`src/rtl/duty_cycle_pkg.sv`:
```
// duty_cycle_pkg
// Shared definitions for the duty-cycle controller:
//   state_t     - controller state encoding (IDLE / RUN / STOP)
//   DEF_PERIOD  - period in cycles used after reset
//   DEF_HIGH    - high-time in cycles used after reset
//   cfg_ok()    - legality check applied to every offered config
package duty_cycle_pkg;

    typedef enum logic [1:0] {
        ST_IDLE = 2'd0,
        ST_RUN  = 2'd1,
        ST_STOP = 2'd2
    } state_t;

    localparam int DEF_PERIOD = 10;
    localparam int DEF_HIGH   = 5;

    // A period shorter than 2 leaves no room for a boundary distinct from
    // the first cycle; a high-time longer than the period is meaningless.
    function automatic logic cfg_ok(input int unsigned period, input int unsigned high);
        return (period >= 2) && (high <= period);
    endfunction

endpackage

```
`src/rtl/duty_counter.sv`:
```
// duty_counter
// Period counter plus high-time compare with registered outputs.
// The inputs describe the NEXT cycle: run says whether the next cycle is an
// active one, and period_act/high_act are the values that govern it. This
// lets wave and boundary be registered yet line up with the counter value
// they belong to, including the cycle where new settings take effect.
// Ports:
//   clk, rst    - clock, asynchronous active-high reset
//   run         - next cycle is RUN/STOP
//   period_act  - period governing the next cycle
//   high_act    - high-time governing the next cycle
//   wave        - registered waveform (cnt < high while active)
//   boundary    - registered, high on the last cycle of each period
module duty_counter #(
    parameter int CNT_W = 8
) (
    input  logic             clk,
    input  logic             rst,
    input  logic             run,
    input  logic [CNT_W-1:0] period_act,
    input  logic [CNT_W-1:0] high_act,
    output logic             wave,
    output logic             boundary
);

    logic [CNT_W-1:0] cnt;
    logic [CNT_W-1:0] cnt_nxt;
    logic             run_q;

    // Entering from idle starts at 0; the registered boundary flag marks the
    // current cycle as the last of its period, so the next one wraps to 0.
    always_comb begin
        cnt_nxt = cnt + CNT_W'(1);
        if (!run_q || boundary) begin
            cnt_nxt = '0;
        end
    end

    always_ff @(posedge clk or posedge rst) begin
        if (rst) begin
            run_q    <= 1'b0;
            cnt      <= '0;
            wave     <= 1'b0;
            boundary <= 1'b0;
        end else begin
            run_q <= run;
            if (run) begin
                cnt      <= cnt_nxt;
                wave     <= (cnt_nxt < high_act);
                boundary <= (cnt_nxt == period_act - CNT_W'(1));
            end else begin
                cnt      <= '0;
                wave     <= 1'b0;
                boundary <= 1'b0;
            end
        end
    end

endmodule

```
`src/rtl/duty_cycle_ctrl.sv`:
```
// duty_cycle_ctrl
// Programmable duty-cycle waveform controller. Configs arrive over a
// valid/ready port, wait in a shadow register and are applied only at a
// period boundary (or straight away when idle), so the waveform never
// glitches mid-period.
// Ports:
//   clk, rst     - clock, asynchronous active-high reset
//   en           - run request (level)
//   cfg_valid    - config offer
//   cfg_ready    - shadow slot free
//   cfg_period   - requested period in cycles
//   cfg_high     - requested high-time in cycles
//   pwm_out      - generated waveform
//   period_done  - pulse on the last cycle of each period
//   cfg_err      - pulse the cycle after an illegal config was consumed
//   busy         - controller not idle
module duty_cycle_ctrl
    import duty_cycle_pkg::*;
#(
    parameter int CNT_W      = 8,
    parameter int RST_PERIOD = DEF_PERIOD,
    parameter int RST_HIGH   = DEF_HIGH
) (
    input  logic             clk,
    input  logic             rst,
    input  logic             en,
    input  logic             cfg_valid,
    output logic             cfg_ready,
    input  logic [CNT_W-1:0] cfg_period,
    input  logic [CNT_W-1:0] cfg_high,
    output logic             pwm_out,
    output logic             period_done,
    output logic             cfg_err,
    output logic             busy
);

    state_t           state;
    state_t           state_nxt;
    logic [CNT_W-1:0] period_act;
    logic [CNT_W-1:0] high_act;
    logic [CNT_W-1:0] shadow_period;
    logic [CNT_W-1:0] shadow_high;
    logic [CNT_W-1:0] period_nxt;
    logic [CNT_W-1:0] high_nxt;
    logic             pending;
    logic             accept;
    logic             cfg_good;
    logic             copy;
    logic             run_nxt;
    logic             boundary;
    logic             wave;

    always_comb begin
        state_nxt = state;
        case (state)
            ST_IDLE: if (en) state_nxt = ST_RUN;
            ST_RUN:  if (!en) state_nxt = ST_STOP;
            ST_STOP: begin
                if (en) begin
                    state_nxt = ST_RUN;
                end else if (boundary) begin
                    state_nxt = ST_IDLE;
                end
            end
            default: state_nxt = ST_IDLE;
        endcase
    end

    assign accept   = cfg_valid && !pending;
    assign cfg_good = cfg_ok(32'(cfg_period), 32'(cfg_high));
    // boundary is the registered last-cycle flag, so a config accepted on
    // that same cycle is not yet pending and waits for the next boundary.
    assign copy     = pending && ((state == ST_IDLE) || boundary);
    assign run_nxt  = (state_nxt != ST_IDLE);

    // Values that govern the next cycle, fed forward so the counter's
    // registered outputs already reflect a freshly applied config.
    assign period_nxt = copy ? shadow_period : period_act;
    assign high_nxt   = copy ? shadow_high   : high_act;

    always_ff @(posedge clk or posedge rst) begin
        if (rst) begin
            state         <= ST_IDLE;
            period_act    <= CNT_W'(RST_PERIOD);
            high_act      <= CNT_W'(RST_HIGH);
            shadow_period <= '0;
            shadow_high   <= '0;
            pending       <= 1'b0;
            cfg_err       <= 1'b0;
        end else begin
            state   <= state_nxt;
            cfg_err <= accept && !cfg_good;
            // copy needs pending=1 and accept needs pending=0: never both.
            if (copy) begin
                period_act <= shadow_period;
                high_act   <= shadow_high;
                pending    <= 1'b0;
            end else if (accept && cfg_good) begin
                shadow_period <= cfg_period;
                shadow_high   <= cfg_high;
                pending       <= 1'b1;
            end
        end
    end

    duty_counter #(
        .CNT_W(CNT_W)
    ) u_counter (
        .clk       (clk),
        .rst       (rst),
        .run       (run_nxt),
        .period_act(period_nxt),
        .high_act  (high_nxt),
        .wave      (wave),
        .boundary  (boundary)
    );

    assign cfg_ready   = !pending;
    assign busy        = (state != ST_IDLE);
    assign pwm_out     = wave;
    assign period_done = boundary;

endmodule

```
`config.mk`:
```
export PLATFORM = sky130hd
export DESIGN_NAME = duty_cycle_ctrl
export DESIGN_NICKNAME = d
export VERILOG_FILES = /design/src/rtl/duty_cycle_pkg.sv /design/src/rtl/duty_counter.sv /design/src/rtl/duty_cycle_ctrl.sv
export SDC_FILE = /design/constraint.sdc
export NUM_CORES = 1
export LEC_CHECK = 0
export ABC_CLOCK_PERIOD_IN_PS = 2200
export CORE_ASPECT_RATIO = 1.75
export CORE_MARGIN = 8
export CORE_UTILIZATION = 52
export DETAILED_ROUTE_END_ITERATION = 12
export GPL_TIMING_DRIVEN = 0
export PLACE_DENSITY_LB_ADDON = 0.1
export SLEW_MARGIN = 20
export SYNTH_ARGS = -nofsm -noshare
export SYNTH_HDL_FRONTEND = slang
export SYNTH_SLANG_ARGS = --single-unit
```
`constraint.sdc`:
```
create_clock -name clk -period 2.2 [get_ports clk]
set_input_delay 0.22 -clock clk [delete_from_list [all_inputs] [get_ports clk]]
set_output_delay 0.22 -clock clk [all_outputs]
set_load 0.02 [all_outputs]
```
==> tab_implementation.tex <==
\begin{tabular}{lr}
\hline
Metric & Value \\
\hline
\multicolumn{2}{l}{\textbf{Route}} \\
\quad Routed wire per std cell & 17.15 um \\
\quad Total via count in the routed design & 2032 \\
\quad Post-route DRC & 0 \\
\quad DR iter-0 viols & 84 \\
\quad Final Routed Wirelength & 6.107 mm \\
\quad Number of routed nets with antenna violations & 0 \\
\quad Iteration count of the initial detailed-routing pass & 4 \\
\quad Vias per cell & 5.708 \\
\multicolumn{2}{l}{\textbf{GRT}} \\
\quad Initial antenna violation count & 0 \\
\quad Global-route wire length before repair & 9.894 mm \\
\quad Overflow left after global routing & 0 \\
\quad Via count of the first global-routing pass & 2123 \\
\quad Largest net degree at the start of global routing & 31 \\
\quad Global routing usage summed across all routing layers & 15.60\% \\
\multicolumn{2}{l}{\textbf{Placement}} \\
\quad Count of input and output buffers & 24 \\
\quad Post-Place Setup Slack & -0.9443 ns \\
\quad Placement-stage cell area & 3053 sq um \\
\quad Dpl hpwl & 4.546 mm \\
\quad \# placed instances & 323 \\
\quad Gpl congestion & 0.8581 \\
\multicolumn{2}{l}{\textbf{Clocking}} \\
\quad CTS sink cnt & 47 \\
\quad Number of H-tree levels & 2 \\
\quad Cts hold-fix bufs & 0 \\
\quad Clock slew seen by the registers of the worst setup and hold paths & 0.09 ns \\
\quad Clock insertion delay at the later pin of the skew report & 0.31 ns \\
\quad CTS max path bufs & 2 \\
\quad Clock tree from TritonCTS & built \\
\quad Clk Tree Root Cell & clkbuf\_8 \\
\quad CTS Buf Count & 5 \\
\multicolumn{2}{l}{\textbf{Setup path}} \\
\quad Endpoint of the most critical setup path & u\_counter.wave \\
\quad CP startpoint kind & flop \\
\quad Worst setup path category & reg -> reg \\
\quad Endpoint kind of the worst setup timing path & flop \\
\quad Destination of the worst register-to-register timing path & u\_counter.wave \\
\quad Crit-path max FO & 5 \\
\quad Start point of the critical path & u\_counter.cnt[1] \\
\quad Critical Path AT & 2.41 ns \\
\quad Required time worst endpoint & 2.45 ns \\
\quad Flop2flop setup slack & 0.04 ns \\
\quad Number of cells traversed by the worst register-to-register path & 8 \\
\quad Reg2Reg Launch Point & u\_counter.cnt[1] \\
\multicolumn{2}{l}{\textbf{Floorplanning}} \\
\quad Ports placed on the boundary & 25 \\
\quad Horizontal die dimension & 70.07 um \\
\quad Height of the die & 110.6 um \\
\quad Total number of placement rows & 34 \\
\quad Die area & 7750 sq um \\
\quad Std-Cell Core Area & 4935 sq um \\
\quad Starting Density & 53.90\% \\
\multicolumn{2}{l}{\textbf{Final layout}} \\
\quad Antenna diode instance count & 0 \\
\quad Design area & 3557 sq um \\
\quad Share of post-route cells with drive strength above 1 & 32.78\% \\
\quad Nets & 338 \\
\quad Count of filler cells inserted in the layout & 379 \\
\quad Final standard cell count with taps included and fillers excluded & 356 \\
\quad Area delta synth->final & 33.73\% \\
\multicolumn{2}{l}{\textbf{STA}} \\
\quad Maximum frequency from static timing analysis & 463.4 MHz \\
\quad Fin Clk Skew & 0.003590 ns \\
\quad Worst Tran Pin Value & 0.6056 ns \\
\quad Period utilization & 98.10\% \\
\quad Number of hold violations in the final report & 0 \\
\quad Max-slew headroom at the worst pin & 59.26\% \\
\quad Number of pins with negative max-slew slack in the final report & 0 \\
\quad Final worst-path setup slack & 0.04186 ns \\
\quad Final critical delay including setup and external delays & 2.158 ns \\
\quad Number of endpoints failing setup at the final stage & 0 \\
\multicolumn{2}{l}{\textbf{Synth}} \\
\quad Most used DFF post-synth & dfrtp\_1 \\
\quad Distinct cells, synth & 45 \\
\quad Netlist Area Pre-Place & 2660 sq um \\
\quad Cell count after synthesis & 244 \\
\quad Flops \& latches, synth & 47 \\
\quad Ys Warns & 0 \\
\quad Async SR Flop Fraction & 100.0\% \\
\quad Syn Nets & 281 \\
\quad Largest cells by area after synthesis & dfrtp\_1 (40\%), mux2\_2 (9.7\%), ha\_1 (8.0\%), mux2i\_1 (4.9\%), dfstp\_2 (4.0\%) \\
\quad Syn\_area\_per\_cell & 10.90 sq um \\
\quad Number of synthesized flops with an enable pin & 0 \\
\quad Synth area leader & dfrtp\_1 \\
\quad Sequential cell area fraction in the yosys report & 44.40\% \\
\quad Fraction of synthesized cell area taken by the top area cell type & 40.45\% \\
\multicolumn{2}{l}{\textbf{Power}} \\
\quad Leakage power figure & 1.722 nW \\
\quad Power consumption & 4.014 mW \\
\quad Power per unit of standard cell area & 1128 nW/um\^{}2 \\
\quad Worst IR drop on VDD & 0.0008194 V \\
\multicolumn{2}{l}{\textbf{Worst hold path}} \\
\quad Type of the tightest min-delay check & in -> reg \\
\multicolumn{2}{l}{\textbf{Status}} \\
\quad Outcome & finished, final reports clean \\
\multicolumn{2}{l}{\textbf{Flow run}} \\
\quad Max-cap violation count & 0 \\
\hline
\end{tabular}
-- sequential cells by signal, summed over array words and instances (netlist names) --
name                cells
u_counter.cnt           8
high_act                8
pending                 1
u_counter.boundary      1
cfg_err                 1
period_act              8
u_counter.run_q         1
u_counter.wave          1
shadow_period           8
shadow_high             8
state                   2
-- cell families after synthesis --
logic type      count (synthesis)  share of synthesized area [%]
simple gates                   66                          13.97
flops                          47                          44.40
mux                            37                          15.47
compound gates                 33                          8.702
buf+inv                        30                          4.845
fa+ha+maj                      17                          7.996
xor+xnor                       14                          4.610
-- layer usage --
metal	track usage, %	wire (um)
met2	30.01	3440
met3	2.330	134
met5	0	0
met1	15.40	2356
met4	7.412	175
-- layout by cell type (no fill, tap or decap), types with 7 or more instances in the layout --
cell type	instances
ha_1	13
buf_4	23
nor3_1	7
nand2_1	9
nor2_1	10
clkdlybuf4s50_1	12
inv_1	22
dfrtp_1	41
mux2_4	13
mux2i_1	11
nor2b_1	8
xnor2_1	7
mux2_2	10
a21oi_1	8
-- metrics by stage --
step                      TNS (ns)  utilization [%]  hold WS, ns
after floorplan            -0.6675                -       0.2831
final                            0            72.08       0.2050
after detailed placement    -15.25            61.87       0.4830
after global routing      -0.06275            72.08       0.2070
after CTS                        0            67.75       0.2382
after global placement      -15.60            61.46       0.4807
-- final cells by class --
class	count	area [sq um]	area share, %
sequential	47	1184	33.27
buffer	4	38.79	1.090
inverter	25	98.84	2.779
clock inverter	3	46.29	1.301
timing repair buffer	51	462.9	13.01
clock buffer	5	68.82	1.935
multi-input combinational	167	1590	44.71
tap	54	67.56	1.899
-- synthesized netlist by cell type, drive strengths merged (2+ instances only) --
cell type and instances:
a21oi 10, nor2b 8, xnor2 8, o21a 4, a21o 2, nand3 7, o21ai 6, inv 25
dfrtp 43, nand2 11, clkbuf 2, nand2b 2, nand3b 2, or4 2, nor2 12, nor4 3
xor2 6, and2 2, buf 3, o211ai 2, mux2i 13, nor3 8, ha 17, nand4 2
dfstp 4, mux2 23, and4 2, o2111ai 2
-- critical path, stage by stage, from the launching register on --
cell and delay, ns:
dfrtp_1 0.43, ha_4 0.16, nand2_1 0.06, or4_4 0.56, nand2_8 0.10, ha_1 0.23, and4_1 0.22, a21oi_2 0.14
o2111a_1 0.18
-- report_power, final --
group | switching (mW) | total (mW) | internal [mW] | leakage [nW]
clock | 0.315 | 0.657 | 0.343 | 0.0548
combinational | 0.822 | 1.86 | 1.04 | 1.10
sequential | 0.275 | 1.50 | 1.22 | 0.567
total | 1.41 | 4.01 | 2.60 | 1.72
-- worst min-delay path by stage --
stage	start	endpoint	slack, ns	depth (start not counted)
5_1_grt	cfg_high[0]	shadow_high[0]	0.21	2
3_3_place_gp	high_act[6]	high_act[6]	0.48	2
6_report	cfg_high[0]	shadow_high[0]	0.21	2
3_5_place_dp	high_act[5]	high_act[5]	0.48	2
2_1_floorplan	en	state[1]	0.28	1
4_1_cts	rst	u_counter.cnt[5]	0.24	2
-- what timing repair did --
item | 4_1_cts | 5_1_grt
pin swaps | 9 | 7
endpoints found under the setup margin | 19 | 18
setup buffers | 9 | 16
resized for setup | 33 | 24
cloned | 1 | 0
(Power assumes the default switching activity.)
